File: src/rtl/vc_flow_pkg.sv
// vc_flow_pkg: shared state encoding and default widths for the VC FIFO flow-control blocks
package vc_flow_pkg;
  typedef enum logic [1:0] {INIT = 2'b00, IDLE = 2'b01, ACTIVE = 2'b10} state_t;
  localparam int DATA_WIDTH_DEF = 6;
  localparam int ADDR_WIDTH_DEF = 4;
endpackage

File: src/rtl/fifo_mem_dp.sv
// fifo_mem_dp: dual-port register array, synchronous write, synchronous registered read
// ports: clk, rst (async, clears read register only), we/wr_addr/wr_data write port,
//        re/rd_addr read port, rd_data read register (holds when re=0)
module fifo_mem_dp #(
  parameter int DATA_WIDTH = 6,
  parameter int ADDR_WIDTH = 4
) (
  input  logic                  clk,
  input  logic                  rst,
  input  logic                  we,
  input  logic [ADDR_WIDTH-1:0] wr_addr,
  input  logic [DATA_WIDTH-1:0] wr_data,
  input  logic                  re,
  input  logic [ADDR_WIDTH-1:0] rd_addr,
  output logic [DATA_WIDTH-1:0] rd_data
);
  logic [DATA_WIDTH-1:0] mem [2**ADDR_WIDTH];
  always_ff @(posedge clk)
    if (we) mem[wr_addr] <= wr_data;
  // a read and write to the same slot in one cycle returns the old word
  always_ff @(posedge clk or posedge rst)
    if (rst) rd_data <= '0;
    else if (re) rd_data <= mem[rd_addr];
endmodule

File: src/rtl/vc_fifo_flow.sv
// vc_fifo_flow: per-VC FIFO with registered pause/almost_empty flow-control flags
// ports: clk, reset (async high), init (flush + load thresholds), umbral_alto/umbral_bajo
//        thresholds, push/data_in write, pop read, data_out/valid_out registered read data,
//        full/empty from count, pause/almost_empty registered flags, error illegal-access pulse
module vc_fifo_flow
  import vc_flow_pkg::*;
#(
  parameter int DATA_WIDTH = DATA_WIDTH_DEF,
  parameter int ADDR_WIDTH = ADDR_WIDTH_DEF
) (
  input  logic                  clk,
  input  logic                  reset,
  input  logic                  init,
  input  logic [ADDR_WIDTH:0]   umbral_alto,
  input  logic [ADDR_WIDTH:0]   umbral_bajo,
  input  logic                  push,
  input  logic [DATA_WIDTH-1:0] data_in,
  input  logic                  pop,
  output logic [DATA_WIDTH-1:0] data_out,
  output logic                  valid_out,
  output logic                  full,
  output logic                  empty,
  output logic                  pause,
  output logic                  almost_empty,
  output logic                  error
);
  localparam logic [ADDR_WIDTH:0] DEPTH = {1'b1, {ADDR_WIDTH{1'b0}}};
  state_t state, state_next;
  logic [ADDR_WIDTH-1:0] rd_ptr, wr_ptr;
  logic [ADDR_WIDTH:0] count, count_next, thr_alto, thr_bajo;
  logic op, push_acc, pop_acc, err_next;
  assign full = count == DEPTH;
  assign empty = count == '0;
  // the cycle that leaves INIT still ignores traffic; accesses start once in IDLE/ACTIVE
  always_comb begin
    op = !init && state != INIT;
    pop_acc = op && pop && !empty;
    push_acc = op && push && (!full || pop);
    err_next = op && ((push && full && !pop) || (pop && empty));
    count_next = init ? '0 : count + (ADDR_WIDTH+1)'(push_acc) - (ADDR_WIDTH+1)'(pop_acc);
    state_next = init ? INIT : (count_next == '0 ? IDLE : ACTIVE);
  end
  always_ff @(posedge clk or posedge reset)
    if (reset) state <= INIT;
    else state <= state_next;
  always_ff @(posedge clk or posedge reset)
    if (reset) begin
      rd_ptr <= '0;
      wr_ptr <= '0;
      count <= '0;
      thr_alto <= DEPTH;
      thr_bajo <= '0;
      valid_out <= 1'b0;
      error <= 1'b0;
      pause <= 1'b0;
      almost_empty <= 1'b1;
    end else begin
      if (init) begin
        thr_alto <= umbral_alto;
        thr_bajo <= umbral_bajo;
        rd_ptr <= '0;
        wr_ptr <= '0;
      end else begin
        rd_ptr <= rd_ptr + ADDR_WIDTH'(pop_acc);
        wr_ptr <= wr_ptr + ADDR_WIDTH'(push_acc);
      end
      count <= count_next;
      valid_out <= pop_acc;
      error <= err_next;
      pause <= !init && count_next >= thr_alto;
      almost_empty <= init || count_next <= thr_bajo;
    end
  fifo_mem_dp #(.DATA_WIDTH(DATA_WIDTH), .ADDR_WIDTH(ADDR_WIDTH)) u_mem (
    .clk(clk),
    .rst(reset),
    .we(push_acc),
    .wr_addr(wr_ptr),
    .wr_data(data_in),
    .re(pop_acc),
    .rd_addr(rd_ptr),
    .rd_data(data_out)
  );
endmodule

File: config.mk
export PLATFORM = sky130hd
export DESIGN_NAME = vc_fifo_flow
export DESIGN_NICKNAME = d
export VERILOG_FILES = /design/src/rtl/vc_flow_pkg.sv /design/src/rtl/fifo_mem_dp.sv /design/src/rtl/vc_fifo_flow.sv
export SDC_FILE = /design/constraint.sdc
export NUM_CORES = 1
export LEC_CHECK = 0
export ABC_AREA = 1
export CAP_MARGIN = 20
export CORE_ASPECT_RATIO = 1.2
export CORE_UTILIZATION = 35
export DETAILED_ROUTE_END_ITERATION = 12
export DONT_BUFFER_PORTS = 1
export HOLD_SLACK_MARGIN = 0.05
export PLACE_DENSITY = 0.48
export SETUP_SLACK_MARGIN = 0.3
export SKIP_LAST_GASP = 1
export SYNTH_ARGS = -nofsm -noshare
export SYNTH_HDL_FRONTEND = slang
export SYNTH_SLANG_ARGS = --single-unit
File: constraint.sdc
create_clock -name clk -period 4.3 [get_ports clk]
set_input_delay 0.43 -clock clk [delete_from_list [all_inputs] [get_ports clk]]
set_output_delay 0.43 -clock clk [all_outputs]
set_load 0.03 [all_outputs]
# Yosys cells after proc, flatten, opt, wreduce, memory -nomap -nowiden

Memory sizes are Yosys's and may differ from the RTL's. A register that Yosys moved wholly into a read port is not among the register bits.
Index checks and enable logic that the tools add are counted.

Memories kept: 1
Bits of input ports: 21
Word-level logic and storage cells: 45
Register bits after elaboration: 29
Bits in writable memories: 96

Add/sub/neg operators: 4
Magnitude comparators: 2
Reduce and logical (&&, ||, !) cells: 20
Muxes and demuxes: 7
Eq/ne operators: 1

Memories:

| name      | depth | bits a word | rd ports | clocked after memory_dff | wr ports | line              | text |
|---|---|---|---|---|---|---|---|
| u_mem.mem | 16    | 6           | 1        | 1                        | 1        | fifo_mem_dp.sv:17 | `logic [DATA_WIDTH-1:0] mem [2**ADDR_WIDTH];` |

Operators by type and width:

| cell                                        | count |
|---|---|
| 1-bit logical AND                           | 10 |
| 5-bit zero test                             | 2 |
| 4-bit by 1-bit adder with 4-bit output      | 2 |
| 4-bit 2-to-1 mux                            | 2 |
| 5-bit by 1-bit adder with 5-bit output      | 1 |
| 5-bit == test, second input constant        | 1 |
| 5-bit greater-or-equal comparator           | 1 |
| 5-bit less-or-equal comparator              | 1 |
| 5-bit 2-to-1 mux                            | 1 |
| 5-bit by 1-bit subtractor with 5-bit output | 1 |
| 1-bit zero test                             | 4 |
| 2-bit 2-to-1 mux                            | 2 |
| 1-bit logical OR                            | 3 |
| 1-bit 2-to-1 mux                            | 2 |
| 2-bit nonzero test                          | 1 |

# Longest topological paths before layout

Word-level depth: 10
Mapped depth: 24
Gate-level depth less buffers: 24

# By module

Synthesis repeated with hierarchy kept, for this count alone.

Cells, all modules: 553
Area, all modules: 5758.0 um2

Modules (own cells, without submodules):

| module       | sequential area each (um2) | area an instance (um2) | instances | cells an instance |
|---|---|---|---|---|
| fifo_mem_dp  | 3032.9                     | 4155.2                 | 1         | 368 |
| vc_fifo_flow | 728.2                      | 1602.8                 | 1         | 185 |

# Least setup slack after synthesis

Ideal clock, no wire load.

Path type: register to register
From: reg count[3]
To: reg pause
Stages on the path, launching flop included: 25
Slack: 0.896 ns
Data required time: 4.168 ns
Arrival time: 3.272 ns
Library setup time: 0.132 ns
Path buffers: 0
Cells stage by stage: dfrtp_1 inv_1 ha_1 nand3_1 nor2_1 nand2_1 nand3_1 nand2_1 o21ai_1 ha_1 inv_1 fa_1 inv_1 nand2_1 nand2_1 nand2_1 nand2_1 nand2_1 nand3_1 inv_1 ha_1 a21oi_1 o21ai_0 a211oi_1 nor2_1

Cells in the longest elaborated chain, start to end: 9
Elaborated cells on any way between the ends: 12
Classes of those cells: 2 x add/sub; 1 x order compare; 1 x eq/ne; 1 x mux; 7 x reduce/logical

Ends and longest elaborated chain:

| item                                        | line               | text |
|---|---|---|
| from (decl)                                 | vc_fifo_flow.sv:30 | `logic [ADDR_WIDTH:0] count, count_next, thr_alto, thr_bajo;` |
| from (signal assigned)                      | vc_fifo_flow.sv:67 | `count <= count_next;` |
| 5-bit == test                               | vc_fifo_flow.sv:32 | `assign full = count == DEPTH;` |
| via full                                    | vc_fifo_flow.sv:21 | `output logic full,` |
| 1-bit zero test                             | vc_fifo_flow.sv:38 | `push_acc = op && push && (!full \|\| pop);` |
| 1-bit logical OR                            | vc_fifo_flow.sv:38 |  |
| 1-bit logical AND                           | vc_fifo_flow.sv:38 |  |
| 5-bit by 1-bit adder with 5-bit output      | vc_fifo_flow.sv:40 | `count_next = init ? '0 : count + (ADDR_WIDTH+1)'(push_acc) - (ADDR_WIDTH+1)'(pop_acc);` |
| 5-bit by 1-bit subtractor with 5-bit output | vc_fifo_flow.sv:40 |  |
| 5-bit 2-to-1 mux                            | vc_fifo_flow.sv:40 |  |
| via count_next[4]                           | vc_fifo_flow.sv:30 |  |
| 5-bit greater-or-equal comparator           | vc_fifo_flow.sv:70 | `pause <= !init && count_next >= thr_alto;` |
| 1-bit logical AND                           | vc_fifo_flow.sv:70 |  |
| to (signal assigned)                        | vc_fifo_flow.sv:70 |  |
| to (decl)                                   | vc_fifo_flow.sv:23 | `output logic pause,` |

The timed path passes the listed nets, and every way through them passes these cells.
A chain may end at the register's enable or synchronous reset.

# Worst setup path in the final report

From: reg count[3]
To: reg pause

Cells in the longest elaborated chain, start to end: 9
Elaborated cells on any way between the ends: 12
Classes of those cells: 2 x add/sub; 1 x order compare; 1 x eq/ne; 1 x mux; 7 x reduce/logical

Ends and longest elaborated chain:

| item                                            | line |
|---|---|
| 5-bit == test                                   | vc_fifo_flow.sv:32 |
| 1-bit zero test                                 | vc_fifo_flow.sv:38 |
| 1-bit logical OR                                | vc_fifo_flow.sv:38 |
| 1-bit logical AND                               | vc_fifo_flow.sv:38 |
| 5-bit by 1-bit adder with 5-bit output          | vc_fifo_flow.sv:40 |
| 5-bit by 1-bit subtractor with 5-bit output (*) | vc_fifo_flow.sv:40 |
| 5-bit 2-to-1 mux (*)                            | vc_fifo_flow.sv:40 |
| via count_next[4]                               | vc_fifo_flow.sv:30 |
| 5-bit greater-or-equal comparator (*)           | vc_fifo_flow.sv:70 |
| 1-bit logical AND (*)                           | vc_fifo_flow.sv:70 |

The timed path passes the listed nets; every way through them passes the cells marked *.

==> flow_metrics.tcl <==
set metrics [dict create \
    cp.depth 25 \
    final_area_um2 6750 \
    status "finished clean" \
    hpwlAfterDp_um 8530 \
    yosys.cell_types.count 25 \
    synth_warnings 0 \
    cts_root_buf "clkbuf_16" \
    fin_crit_sh_pct 80.2 \
    netlist.area_leader.share_pct 48.0 \
    startpoint_type "flip-flop" \
    hp-class "in2reg" \
    fp.dieArea_um2 17700 \
    cap_viol_max_count 0 \
    insertion_delay_ns 0.41 \
    tns_ns 0 \
    synth_area_leader_cell "edfxtp_1" \
    grt_max_degree 50 \
    worstSetupEndpointType "flip-flop" \
    drt_pass1_iterations 6 \
    worst_pin_slew_ns 0.890 \
    syn_nets 663 \
    relSlewSlack_pct 40.6 \
    fillers 1636 \
    finClkSkew_ns 0.00846 \
    vdd_ir_drop_max_v 0.000215 \
    ctsLongestPathBuffers 2 \
    worstRegToRegCells 25 \
    clockPowerShare_pct 36.3 \
    syn2layout_area_growth_pct 12.3 \
    synth-seq-area-share_pct 62.6 \
    die_h_um 146 \
    post-place-ws_ns 0.837 \
    combinationalPowerShare_pct 21.3 \
    hold_violations 0 \
    rows 52 \
    rsz0062_at_grt "false" \
    fmax_mhz 290 \
    crit_type "reg2reg" \
    postPlaceCellArea_um2 6190 \
    ant_nets 0 \
    drive_above_1_share_pct 6.75 \
    critical_path.max_stage_delay_ns 0.38 \
    path_common_cell "nand2_1" \
    antenna_found_initial 0 \
    routedWlPerCell_um 15.3 \
    cp.arrival_ns 3.74 \
    cts_setup_buffers 0 \
    grt-ovfl-total 0 \
    crit_required_ns 4.59 \
    synth.area.top_cells "edfxtp_1, dfrtp_1, nand2_1" \
    syn_area_um2 6010 \
    maxSlewViolCount 0 \
    grt_pass1_wl_um 21300 \
    seqPwrFrac_pct 42.4 \
    cp_top_family "adder cells" \
    cts_tree "done" \
    htree_levels 4 \
    p_per_area_nw_per_um2 549 \
    drt_iter0_drc 176 \
    syn_avg_cell_area_um2 9.66 \
    net-switching-power_uw 1160 \
    synthesis.instances 622 \
    num_antenna_cells 0 \
    io_pins 33 \
    drc 0 \
    vias 3896 \
    io_buffers 0 \
    swShare_pct 31.3 \
    clock_sinks 131 \
    grt_pass1_vias 3983 \
    crit_fanout 3 \
    clk_pin_slew_ns 0.06 \
    worst-path-buf-inv 5 \
    coreArea_um2 16900 \
    leakage_uw 0.00303 \
    ys_ff_latch 131 \
    dieWidth_um 122 \
    ctsHoldBuffers 1 \
    drt_wl_total_um 13000 \
    hold_path_depth 1 \
    initial_core_util_pct 35.7 \
    multiInputGateArea_um2 1680 \
    cts_made_buffers 17 \
    grt_usage_pct 16.3 \
    via_per_inst 4.57 \
    cts_resized 0 \
    regArea_um2 3760 \
    cp_slowest_cell "dfrtp_1" \
    power.internal_uw 2550 \
    routabilityCongestion 0.764 \
    worst_slack_ns 0.853 \
    period_needed_ns 3.45 \
    num-nets-final 665 \
    setup_viol 0 \
]
==> placed cells by master (no fill, tap or decap), drive strengths merged <==
master       count
o21ai           14
a21oi            8
or2              1
xnor2            2
fa               1
dfstp            2
o221ai           1
dlygate4sd3      1
bufinv           2
nand3           87
nand4            4
a211oi           2
ha              19
dfrtp           33
inv            119
clkinv           9
nor2            28
edfxtp          96
clkinvlp         2
nor3             1
buf              4
nand2          182
clkbuf          19
==> metrics by stage <==
stage          util (%)  power, uW  hold WS [ns]  instances
6_report           40.1       3710        0.0820        853
3_3_place_gp       36.7       2380         0.455        820
5_1_grt            40.1       3930        0.0665        853
3_5_place_dp       36.7       2400         0.467        820
4_1_cts            40.1       3760        0.0596        853
2_1_floorplan         -       2200         0.446        622
==> state kept, by name, summed over array words and instances, names as in the netlist, 2 cells and up <==
signal	count
thr_bajo	5
u_mem.mem	96
count	5
state	2
wr_ptr	4
u_mem.rd_data	6
rd_ptr	4
thr_alto	5
==> Yosys cell counts, drive strengths merged <==
library cell and n:
ha 19, inv 119, o21ai 14, dfstp 2, or2 1, nor2 28, a211oi 2, buf 18
nand4 4, dfrtp 33, nand3 87, nand2 182, a21oi 8, edfxtp 96, nor3 1, xnor2 2
clkbuf 4, o221ai 1, fa 1
==> worst paths after layout <==
kind | startpoint | endpoint | slack [ns]
worst max register to register | count[3] | pause | 0.85
max in group asynchronous | reset | almost_empty | 3.38
worst min register to register | thr_bajo[0] | thr_bajo[0] | 0.48
worst max-delay path | count[3] | pause | 0.85
worst min-delay path | init | rd_ptr[0] | 0.08
min in group asynchronous | reset | thr_alto[3] | 0.57
==> layout make-up <==
class                           instances  share of cell area, %
Multi-Input combinational cell        350                   24.9
Timing Repair Buffer                    5                  0.593
Sequential cell                       131                   55.7
Clock buffer                           19                   6.41
Clock inverter                         13                   1.74
Tap cell                              216                   4.00
Inverter                              119                   6.62
==> logic make-up (layout without fill, tap and decap cells) <==
logic type,count (synthesis),after routing,share of synthesized area (%)
flops,131,131,62.6
fa+ha+maj,20,20,4.29
xor+xnor,2,2,0.292
simple gates,303,303,21.1
buf+inv,141,156,9.45
compound gates,25,25,2.29
==> layer usage <==
layer  global-route usage [%]  routed length [um]
met1                     19.6                5490
met2                     28.8                7040
met3                     3.25                 379
met4                     5.56                 139
met5                        0                   0
==> power by group through the flow <==
| stage | combinational [uW] | clock, uW | sequential, uW |
|---|---|---|---|
| after floorplan | 620 | 0 | 1580 |
| after global placement | 781 | 0 | 1590 |
| after detailed placement | 805 | 0 | 1600 |
| after CTS | 809 | 1380 | 1570 |
| after global routing | 924 | 1430 | 1580 |
| final | 791 | 1350 | 1570 |
Power figures use the tool's default switching activity.
